==> src/rtl/sub_pkg.sv <==
// Shared state type and sizing helpers for the chunked sequential subtractor.
package sub_pkg;

    typedef enum logic [1:0] {
        IDLE = 2'd0,
        RUN  = 2'd1,
        DONE = 2'd2
    } sub_state_e;

    function automatic int chunk_count(input int n, input int w);
        return n / w;
    endfunction

    // A single-chunk configuration still needs a 1-bit counter to stay legal.
    function automatic int cnt_width(input int n, input int w);
        int c;
        c = $clog2(n / w);
        return (c < 1) ? 1 : c;
    endfunction

endpackage

==> src/rtl/sub_chunk.sv <==
// One W-bit slice of a ripple-borrow subtractor: {bout, d} = a - b - bin.
module sub_chunk #(
    parameter int W = 4
) (
    input  logic [W-1:0] a,
    input  logic [W-1:0] b,
    input  logic         bin,
    output logic [W-1:0] d,
    output logic         bout
);

    // The extra top bit goes negative exactly when a borrow is needed.
    logic [W:0] diff;

    assign diff = {1'b0, a} - {1'b0, b} - {{W{1'b0}}, bin};
    assign d    = diff[W-1:0];
    assign bout = diff[W];

endmodule

==> src/rtl/sub_seq.sv <==
// Multi-cycle subtractor: rs1 - rs2 over N/W cycles, LSB chunk first, with a
// registered ripple borrow between cycles and valid/ready on both sides.
module sub_seq
    import sub_pkg::*;
#(
    parameter int N = 16,
    parameter int W = 4
) (
    input  logic         clk,
    input  logic         rst_n,
    input  logic         in_valid,
    output logic         in_ready,
    input  logic [N-1:0] rs1,
    input  logic [N-1:0] rs2,
    output logic         out_valid,
    input  logic         out_ready,
    output logic [N-1:0] sub_rd,
    output logic         bo,
    output logic         zero,
    output logic         ovf,
    output logic [1:0]   state_o
);

    localparam int NCH = chunk_count(N, W);
    localparam int CW  = cnt_width(N, W);
    localparam logic [CW-1:0] LAST = CW'(NCH - 1);

    if (W < 1 || N % W != 0) begin : g_bad_width
        $error("sub_seq: W must be positive and divide N");
    end

    // Handshake: a transfer happens on a rising edge where valid && ready; the
    // input side is ready only in IDLE, the output side is valid only in DONE.

    sub_state_e    state_q, state_d;
    logic [CW-1:0] cnt_q, cnt_d;
    logic          borrow_q, borrow_d;
    logic [N-1:0]  a_q, a_d;
    logic [N-1:0]  b_q, b_d;
    logic [N-1:0]  res_q, res_d;
    logic          bo_q, bo_d;
    logic          zero_q, zero_d;
    logic          ovf_q, ovf_d;

    logic [31:0]   base;
    logic [W-1:0]  a_chunk;
    logic [W-1:0]  b_chunk;
    logic [W-1:0]  d_chunk;
    logic          b_out;

    assign base    = 32'(cnt_q) * 32'(W);
    assign a_chunk = a_q[base +: W];
    assign b_chunk = b_q[base +: W];

    sub_chunk #(.W(W)) u_chunk (
        .a    (a_chunk),
        .b    (b_chunk),
        .bin  (borrow_q),
        .d    (d_chunk),
        .bout (b_out)
    );

    always_comb begin
        state_d  = state_q;
        cnt_d    = cnt_q;
        borrow_d = borrow_q;
        a_d      = a_q;
        b_d      = b_q;
        res_d    = res_q;
        bo_d     = bo_q;
        zero_d   = zero_q;
        ovf_d    = ovf_q;
        case (state_q)
            IDLE: begin
                if (in_valid) begin
                    a_d      = rs1;
                    b_d      = rs2;
                    borrow_d = 1'b0;
                    cnt_d    = '0;
                    state_d  = RUN;
                end
            end
            RUN: begin
                res_d[base +: W] = d_chunk;
                borrow_d         = b_out;
                cnt_d            = cnt_q + CW'(1);
                // Flags are latched from the completed result so DONE sees them settled.
                if (cnt_q == LAST) begin
                    bo_d    = b_out;
                    zero_d  = (res_d == '0);
                    ovf_d   = (a_q[N-1] != b_q[N-1]) && (res_d[N-1] != a_q[N-1]);
                    cnt_d   = '0;
                    state_d = DONE;
                end
            end
            DONE: begin
                if (out_ready) begin
                    state_d = IDLE;
                end
            end
            default: state_d = IDLE;
        endcase
    end

    always_ff @(posedge clk or negedge rst_n) begin
        if (!rst_n) begin
            state_q  <= IDLE;
            cnt_q    <= '0;
            borrow_q <= 1'b0;
            a_q      <= '0;
            b_q      <= '0;
            res_q    <= '0;
            bo_q     <= 1'b0;
            zero_q   <= 1'b0;
            ovf_q    <= 1'b0;
        end else begin
            state_q  <= state_d;
            cnt_q    <= cnt_d;
            borrow_q <= borrow_d;
            a_q      <= a_d;
            b_q      <= b_d;
            res_q    <= res_d;
            bo_q     <= bo_d;
            zero_q   <= zero_d;
            ovf_q    <= ovf_d;
        end
    end

    assign in_ready  = (state_q == IDLE);
    assign out_valid = (state_q == DONE);
    assign sub_rd    = res_q;
    assign bo        = bo_q;
    assign zero      = zero_q;
    assign ovf       = ovf_q;
    assign state_o   = state_q;

endmodule

==> config.mk <==
export PLATFORM = sky130hd
export DESIGN_NAME = sub_seq
export DESIGN_NICKNAME = d
export VERILOG_FILES = /design/src/rtl/sub_pkg.sv /design/src/rtl/sub_chunk.sv /design/src/rtl/sub_seq.sv
export SDC_FILE = /design/constraint.sdc
export NUM_CORES = 1
export LEC_CHECK = 0
export ABC_AREA = 1
export BUFFER_PORTS_ARGS = -buffer_cell sky130_fd_sc_hd__buf_2
export CORE_MARGIN = 4
export CORE_UTILIZATION = 48
export DETAILED_ROUTE_END_ITERATION = 8
export PLACE_DENSITY = 0.71
export SYNTH_ARGS = -nofsm -noshare
export SYNTH_HDL_FRONTEND = slang
export SYNTH_HIERARCHICAL = 1
export SYNTH_SLANG_ARGS = --single-unit
==> constraint.sdc <==
create_clock -name clk -period 4 [get_ports clk]
set_input_delay 0.4 -clock clk [delete_from_list [all_inputs] [get_ports clk]]
set_output_delay 0.4 -clock clk [all_outputs]
set_load 0.05 [all_outputs]
==> impl_metrics.yaml <==
clocking:
  cts_root_buf: "clkbuf_8"
  cts_tree: "built"
  cts.repair.resized: 0
  clk_pin_slew_ns: 0.09
  numCtsBuffers: 5
  cts_sinks: 56
  clkLatencyLatePin_ns: 0.30
  clockBufferDepth: 2
  htreeDepth: 2
  cts_setup_buffers: 0
  hold_buffers: 0
sta:
  hold_viol_final: 0
  period_share_pct: 77.0
  max_freq_mhz: 325
  setup_violations: 0
  rsz0062_at_grt: "false"
  period_minus_slack_ns: 3.08
  setup_tns_ns: 0
  slew_violations: 0
  slew_headroom_pct: 53.4
  worstMarginPinSlew_ns: 0.699
  skew_ns: 0.00538
finish:
  multi_input_area_sq_mm: 0.00142
  layout-area-overhead-vs-synth_pct: 13.9
  drive_gt1_share_pct: 25.4
  fillers: 534
  regArea_sq_mm: 0.00140
  nNetsFinal: 444
  num_antenna_cells: 0
grt:
  antenna_found_initial: 0
  grt_pass1_vias: 2382
  grt_max_degree: 57
  grtUsageTotal_pct: 17.4
  grt_first_pass_wirelength_um: 10700
  grt.overflow.total: 0
placement:
  dpl.hpwl_um: 4610
  io_buffers: 58
  globalplace.congestion: 0.853
flow_run:
  cap_violations: 0
die:
  initial_utilization_pct: 50.2
  core_area_sq_mm: 0.00603
  io_pins: 59
  die_w_um: 87.4
  die_h_um: 87.4
  rows: 28
  dieArea_sq_mm: 0.00764
route:
  wl_per_cell_um: 13.0
  wl_um: 6120
  drt_iter0_drc: 150
  first_pass_iters: 4
  drc: 0
  via_per_inst: 5.07
  vias: 2377
  ant_nets: 0
worst_setup_path:
  cp-end-kind: "flip-flop"
  cp_max_fo: 13
  crit_required_ns: 4.20
  crit_path_start: "cnt_q[1]"
  worstReg2RegStart: "cnt_q[1]"
  cp_data_arrival_time_ns: 3.28
  critPathLaunchType: "flip-flop"
  path_class: "reg2reg"
logic_synthesis:
  syn_inst: 338
  ys.flop_type: "dfrtp_1"
  synthDistinctLibCells: 23
  async_flop_share_pct: 100
  yosys.area.top_type: "dfrtp_1"
  yosys_register_bits: 56
  synth-seq-area-share_pct: 46.3
  syn_area_per_cell_sq_um: 8.95
  synth_top_area_share_pct: 46.3
  synth_edf_count: 0
  synth_warnings: 6
  synth_area_sq_mm: 0.00303
  synth_area_leaders: "dfrtp_1 46%, nand2_1 9.4%, mux2_2 6.7%, mux2_4 6.0%, nor2_1 5.6%"
  synth_nets: 388
min_path:
  min_path_type: "in2async"
run_status:
  status: "completed"
synthesized netlist by cell type, types with 3 or more instances:
| master | instances |
|---|---|
| mux2_2 | 18 |
| dfrtp_1 | 56 |
| mux2_4 | 12 |
| buf_2 | 4 |
| nand3_1 | 19 |
| a31oi_1 | 8 |
| nand2_1 | 76 |
| nor2_1 | 45 |
| buf_6 | 3 |
| ha_1 | 12 |
| o21ai_0 | 28 |
| inv_1 | 33 |
| o22ai_1 | 8 |
placed cells by master (no fill, tap or decap):
cell,instances
nor2_1,45
dfrtp_1,56
o21ai_0,28
mux2_4,12
nor2_2,2
xor2_1,1
nand2_1,76
a21oi_1,2
ha_1,12
buf_4,3
fa_1,2
a31oi_1,8
nand3_1,19
o31ai_1,1
clkbuf_8,7
o21ai_1,2
buf_2,58
nand3b_1,1
o22ai_1,8
mux2_2,18
inv_1,33
flip-flops by register name, summed over array words and instances, names as in the netlist:
register  count
a_q          16
b_q          16
bo            1
borrow_q      1
cnt_q         2
ovf           1
state_o       2
sub_rd       16
zero          1
path summary, 6_finish.rpt:
| kind | end | depth (start not counted) | slack [ns] |
|---|---|---|---|
| max in group asynchronous | a_q[1] | 2 | 3.31 |
| hold / removal | a_q[13] | 2 | 0.20 |
| hold reg to reg | bo | 2 | 0.49 |
| setup reg to reg | zero | 17 | 0.92 |
| min in group clk | state_o[1] | 2 | 0.28 |
| setup / recovery | zero | 17 | 0.92 |
critical path, stage by stage, from the launching register on:
cell and delay (ns):
dfrtp_1 0.54, inv_1 0.33, o21ai_0 0.15, o22ai_1 0.13, inv_1 0.07, fa_1 0.53, inv_1 0.05, ha_1 0.17
o21ai_1 0.16, nand3_1 0.09, nand2_1 0.11, nand3_1 0.11, o21ai_1 0.26, nor2_1 0.08, nand2_1 0.07, nor2_1 0.04
nand2_1 0.06, nand2_1 0.05
cell families (layout without fill, tap and decap cells):
group / Yosys count / in the layout / share of synthesized area [%]
buffers and inverters: 45 / 101 / 6.78
AO/OA/AOI/OAI: 49 / 49 / 8.85
multiplexers: 30 / 30 / 12.7
XOR/XNOR: 1 / 1 / 0.290
AND/OR/NAND/NOR: 143 / 143 / 18.8
adder cells (fa/ha/maj): 14 / 14 / 6.29
flip-flops: 56 / 56 / 46.3
stage by stage:
| stage | setup slack [ns] | cell area [sq um] | hold slack (ns) | utilization, % | instances |
|---|---|---|---|---|---|
| after global placement | 1.07 | 3350 | 0.473 | 55.6 | 462 |
| after floorplan | 1.05 | 3030 | 0.104 | - | 338 |
| after global routing | 0.498 | 3450 | 0.261 | 57.2 | 469 |
| after detailed placement | 0.928 | 3350 | 0.482 | 55.6 | 462 |
| after CTS | 0.905 | 3450 | 0.251 | 57.2 | 469 |
| final | 0.919 | 3450 | 0.198 | 57.2 | 469 |
final cells by class:
class	instances	area share, %
inverter	33	3.59
timing repair buffer	61	9.07
sequential	56	40.7
tap	75	2.72
multi-input combinational	237	41.2
clock buffer	7	2.79
layer usage:
| layer | part of all wire, % | routed length, um | track usage (%) |
|---|---|---|---|
| met4 | 1.6 | 99 | 4.60 |
| met1 | 46 | 2840 | 23.0 |
| met5 | 0 | 0 | 0 |
| met3 | 4.8 | 296 | 4.16 |
| met2 | 47 | 2880 | 28.8 |
Power is not shown: default switching activity piles up to over one toggle a cycle in this logic, so the estimate is an artifact.
